`config.mk`:
```
export PLATFORM = sky130hd
export DESIGN_NAME = ifetch
export DESIGN_NICKNAME = d
export VERILOG_FILES = /design/src/rtl/ifetch.sv
export SDC_FILE = /design/constraint.sdc
export NUM_CORES = 1
export LEC_CHECK = 0
export BUFFER_PORTS_ARGS = -buffer_cell sky130_fd_sc_hd__buf_4
export CAP_MARGIN = 10
export CORE_MARGIN = 3
export CORE_UTILIZATION = 35
export DETAILED_ROUTE_END_ITERATION = 8
export SYNTH_ARGS = -nofsm -noshare
export SYNTH_HDL_FRONTEND = slang
export SYNTH_SLANG_ARGS = --single-unit
```
`constraint.sdc`:
```
create_clock -name clk -period 2.18 [get_ports clk]
set_clock_uncertainty 0.1 [all_clocks]
set_input_delay 0.327 -clock clk [delete_from_list [all_inputs] [get_ports clk]]
set_output_delay 0.327 -clock clk [all_outputs]
set_load 0.005 [all_outputs]
```
`src/rtl/ifetch.sv`:
```
// Instruction fetch stage: issues one instruction-bus request at a time,
// buffers a response that arrives while decode is stalled, and squashes
// in-flight fetches on a redirect from decode.

package ifetch_pkg;

    typedef struct packed {
        logic [31:0] instr;
        logic [63:0] pc;
        logic        valid;
    } fetch_data_t;

    typedef enum logic [1:0] {
        REQ,   // request outstanding at req_addr
        HOLD,  // response captured while stalled, bus idle
        DROP   // stale request in flight, its response is discarded
    } state_e;

endpackage

module ifetch
    import ifetch_pkg::*;
#(
    parameter logic [63:0] PC_RESET = 64'h0000_0000_8000_0000
) (
    input  logic        clk,
    input  logic        reset,
    output logic        ireq_valid,
    output logic [63:0] ireq_addr,
    input  logic        iresp_data_ok,
    input  logic [31:0] iresp_data,
    input  logic        stall,
    input  logic        redirect,
    input  logic [63:0] redirect_pc,
    output fetch_data_t dataF
);

    state_e      state_q, state_d;
    logic [63:0] pc_q, pc_d;
    logic [63:0] req_addr_q, req_addr_d;
    logic [31:0] hold_instr_q, hold_instr_d;
    logic [63:0] hold_pc_q, hold_pc_d;
    fetch_data_t data_f_q, data_f_d;

    logic [63:0] target_pc;
    logic [63:0] req_addr_inc;
    logic        unused_pc_bits;

    // Branch targets are forced word-aligned; the low bits are ignored.
    assign target_pc      = {redirect_pc[63:2], 2'b00};
    assign unused_pc_bits = ^redirect_pc[1:0];
    // Plain 64-bit add wraps modulo 2^64 at the top of the address space.
    assign req_addr_inc   = req_addr_q + 64'd4;

    // Bus request is decoded straight from the state register.
    assign ireq_valid = (state_q != HOLD);
    assign ireq_addr  = req_addr_q;
    assign dataF      = data_f_q;

    // Next-state and datapath decisions; redirect outranks stall and data_ok.
    always_comb begin
        // NOTE: every _d gets a default of its _q first, so no path through
        // the case statement can leave a signal unassigned and infer a latch.
        state_d      = state_q;
        pc_d         = pc_q;
        req_addr_d   = req_addr_q;
        hold_instr_d = hold_instr_q;
        hold_pc_d    = hold_pc_q;
        data_f_d     = data_f_q;

        if (redirect) begin
            pc_d           = target_pc;
            data_f_d.valid = 1'b0;
            hold_instr_d   = '0;
            hold_pc_d      = '0;
        end

        case (state_q)
            REQ: begin
                if (redirect) begin
                    if (iresp_data_ok) begin
                        req_addr_d = target_pc;
                    end else begin
                        state_d = DROP;
                    end
                end else if (iresp_data_ok) begin
                    pc_d = req_addr_inc;
                    if (stall) begin
                        hold_instr_d = iresp_data;
                        hold_pc_d    = req_addr_q;
                        state_d      = HOLD;
                    end else begin
                        data_f_d   = '{instr: iresp_data, pc: req_addr_q, valid: 1'b1};
                        req_addr_d = req_addr_inc;
                    end
                end else if (!stall) begin
                    data_f_d.valid = 1'b0;
                end
            end

            HOLD: begin
                if (redirect) begin
                    req_addr_d = target_pc;
                    state_d    = REQ;
                end else if (!stall) begin
                    data_f_d   = '{instr: hold_instr_q, pc: hold_pc_q, valid: 1'b1};
                    req_addr_d = pc_q;
                    state_d    = REQ;
                end
            end

            DROP: begin
                // A redirect here only retargets pc; the stale request stays driven.
                if (!redirect && iresp_data_ok) begin
                    req_addr_d = pc_q;
                    state_d    = REQ;
                end
            end

            default: state_d = REQ;
        endcase
    end

    // State and datapath registers with synchronous active-low reset.
    always_ff @(posedge clk) begin
        if (!reset) begin
            state_q      <= REQ;
            pc_q         <= PC_RESET;
            req_addr_q   <= PC_RESET;
            // NOTE: the hold buffer is a single entry of flops, not a RAM, so
            // clearing it on reset is cheap and keeps X out of dataF.
            hold_instr_q <= '0;
            hold_pc_q    <= '0;
            data_f_q     <= '0;
        end else begin
            // NOTE: non-blocking assignments so every register samples the
            // pre-edge values computed by the combinational block.
            state_q      <= state_d;
            pc_q         <= pc_d;
            req_addr_q   <= req_addr_d;
            hold_instr_q <= hold_instr_d;
            hold_pc_q    <= hold_pc_d;
            data_f_q     <= data_f_d;
        end
    end

endmodule

```
==> qor.yml <==
critPathBufInv: 6
drt_wl_total_mm: 74.1
critical-path-top-delay-family: "buffers and inverters"
setup.worst_path.start_class: "register"
dieArea_um2: 50600
post-synth-top-area-cell: "sky130_fd_sc_hd__dfxtp_1"
rr_worst_depth: 10
leakage_nw: 9.68
grt_start_max_net_pins: 71
globalplace.congestion: 0.884
syn2layout_area_growth_pct: 45.2
clk_path_buf_depth: 3
ctsRootBufferMaster: "sky130_fd_sc_hd__clkbuf_16"
critPathKind: "reg2reg"
cp_data_required_time_ns: 2.54
ctsHtreeMaxLevel: 2
final_period_minus_worst_setup_slack_ns: 2.21
number_of_vias_per_cell: 5.90
synth_area_um2: 16800
synth_enable_flop_cells: 0
status: "complete, but fails checks"
first_pass_iters: 8
io_buffers: 260
synth_sequential_area_ratio_pct: 38.6
grt_use_total_pct: 25.5
start_util_pct: 35.7
synth_top_cells_by_area: "sky130_fd_sc_hd__dfxtp_1 39%, sky130_fd_sc_hd__nand2_1 7.7%, sky130_fd_sc_hd__a221oi_1 7.0%"
detail_route.wl_per_cell_um: 22.7
postSynthNetCount: 2294
die_h_um: 225
filler_cell_count: 4343
postSynthAreaPerCell_um2: 7.66
hp-class: "in2reg"
maxSlewHeadroom_pct: 56.8
synth.top_cell.area_share_pct: 38.6
cellPowerDensity_nw_per_um2: 754
final-hold-violation-count: 0
critPathSlowestCell: "sky130_fd_sc_hd__dfxtp_4"
cts-buffers-inserted: 39
post-route-worst-setup-slack_ns: -0.0260
rsz0062_at_grt: "yes"
fmax_ghz: 0.453
io_pins: 263
critical_path_endpoint_category: "register"
placement_rows: 79
worst_r2r_setup_slack_ns: -0.03
critical_path_arrival_ns: 2.57
dr.first_iter.drc_count: 1917
setup_tns_ns: -0.0707
vias: 19258
worst_pin_slew_ns: 0.649
pre_cts_ws_ns: -0.115
cts_tree: "built"
first_global_vias: 18116
endpoints_failing_setup: 6
holdPathEnd: "pc_q[52]"
antenna_found_initial: 7
clk_latency_ns: 0.57
maxCapViolCount: 0
synth.yosys.warnings: 0
start_of_the_worst_register_to_register_path: "state_q[0]"
total_number_of_nets_in_the_final_design: 2735
crit_path_cell_trace: "buf_12 > ha_4 > buf_6 > clkinvlp_4 > buf_6 > nor3_4 > buf_8 > buf_12 > a221oi_1 > nor3_1"
min_from: "redirect_pc[52]"
clock_sink_count: 323
dpl.cell_count: 3074
insertedDiodeCount: 0
worstHoldPathCells: 3
cell_count_after_synthesis: 2189
worst_hold_slack_ns: 0.0205
timing.final.max_slew_violations: 0
drcViolationCount: 0
worst_r2r_endpoint: "dataF[77]"
synth-seq-cells: 323
detail-route-antenna-nets: 0
postSynth.topFlopCell: "sky130_fd_sc_hd__dfxtp_1"
ys_types: 84
die_wd_um: 225
layout.cells.most_common_list: "483 x sky130_fd_sc_hd__buf_4, 337 x sky130_fd_sc_hd__nand2_1, 296 x sky130_fd_sc_hd__dfxtp_1"
fp.coreArea_um2: 47000
critical_path_peak_fanout: 8
fraction_of_final_layout_cells_sized_beyond_drive_strength_1_pct: 30.6
global_route.overflow_total: 0
slowest_delay_ns: 0.37
failed_checks: "setup timing"
final_min_period_over_clock_period_pct: 101
cts.reportedPaths.clkPinSlew_ns: 0.06
global_route_wire_length_before_repair_mm: 103
worst_case_vdd_ir_drop_uv: 536
non_filler_cells_in_the_finished_layout: 3265
async_reset_ff_share_pct: 0
dp_hpwl_mm: 45.9
final_common_cell: "sky130_fd_sc_hd__buf_4"
-- how the worst max path moves through the flow --
stage / from / to / slack [ns] / cells past startpoint
floorplan: state_q[0] / ireq_addr[21] / -0.03 / 10
global placement: state_q[0] / hold_instr_q[31] / -0.09 / 7
detailed placement: ireq_addr[14] / pc_q[52] / -0.12 / 7
CTS: state_q[0] / ireq_addr[53] / -0.01 / 11
global route: state_q[0] / ireq_addr[53] / -0.13 / 11
finish: state_q[0] / dataF[77] / -0.03 / 10
-- what timing repair did --
item,CTS,global route
cloned,2,19
setup endpoints to repair,124,167
hold endpoints to repair,92,0
buffers inserted,15,27
resized for setup,35,164
pin swaps,5,58
hold buffers,62,0
-- registers in the layout, summed over array words and instances, names as in the netlist --
signal and cells:
state_q 2, dataF 97, hold_pc_q 64, ireq_addr 64
pc_q 64, hold_instr_q 32
-- routing by layer --
| layer | part of all wire (%) | wire length (um) | vias up | track usage (%) |
|---|---|---|---|---|
| met5 | 0.069 | 51 | - | 0 |
| met4 | 3.6 | 2680 | 8 | 9.31 |
| met3 | 9.2 | 6800 | 188 | 4.93 |
| met2 | 46 | 34300 | 972 | 41.8 |
| met1 | 41 | 30200 | 9341 | 33.5 |
| li1 | - | - | 8749 | - |
-- cell families (layout without fill, tap and decap cells) --
family	Yosys count	after routing	synth area share [%]
and+or+nand+nor	890	890	24.7
AOI/OAI and AO/OA	609	609	24.3
muxes	35	35	2.24
buffers and inverters	276	745	7.15
DFF	323	323	38.6
adders and majority gates	4	4	0.299
xor gates and xnor gates	52	52	2.72
-- cell type report --
class / count / area, um2 / area share [%]
Clock buffer: 53 / 1160 / 4.77
Clock inverter: 16 / 243 / 0.997
Inverter: 44 / 179 / 0.735
Multi-Input combinational cell: 1590 / 9710 / 39.9
Sequential cell: 323 / 6520 / 26.8
Tap cell: 607 / 759 / 3.12
Timing Repair Buffer: 632 / 5770 / 23.7
-- where the power goes --
group	total, mW	leakage [nW]	switching (mW)	internal, mW
Sequential	6.62	2.65	0.328	6.30
Combinational	4.53	6.34	2.50	2.02
Clock	7.19	0.690	2.76	4.44
Total	18.3	9.68	5.59	12.8
-- per-stage QoR --
step | area [um2] | util (%) | total power, mW
CTS | 23100 | 49.3 | 18.1
detailed placement | 20800 | 44.3 | 10.7
finish | 24300 | 51.8 | 18.3
global route | 24300 | 51.8 | 19.0
global placement | 20800 | 44.3 | 10.6
floorplan | 16800 | - | 8.74
-- Yosys cell counts (24+ instances only) --
cell / n
sky130_fd_sc_hd__a221oi_1: 134
sky130_fd_sc_hd__inv_1: 44
sky130_fd_sc_hd__a22oi_1: 24
sky130_fd_sc_hd__o21ai_0: 85
sky130_fd_sc_hd__nand3_1: 55
sky130_fd_sc_hd__nand4_1: 24
sky130_fd_sc_hd__nand2_1: 342
sky130_fd_sc_hd__buf_2: 29
sky130_fd_sc_hd__nor3_1: 124
sky130_fd_sc_hd__a21oi_1: 216
sky130_fd_sc_hd__nor2_1: 231
sky130_fd_sc_hd__xnor2_1: 34
sky130_fd_sc_hd__dfxtp_1: 323
sky130_fd_sc_hd__clkbuf_1: 165
-- worst reg2reg max path: cells and delay by family (launching register included) --
| family | cells | cell delay [ns] |
|---|---|---|
| buffers and inverters | 6 | 0.89 |
| AND/OR/NAND/NOR | 2 | 0.52 |
| flip-flops | 1 | 0.37 |
| adder cells (fa/ha/maj) | 1 | 0.13 |
| AO/OA/AOI/OAI | 1 | 0.10 |
No activity file was read; power rests on OpenSTA's default activity.
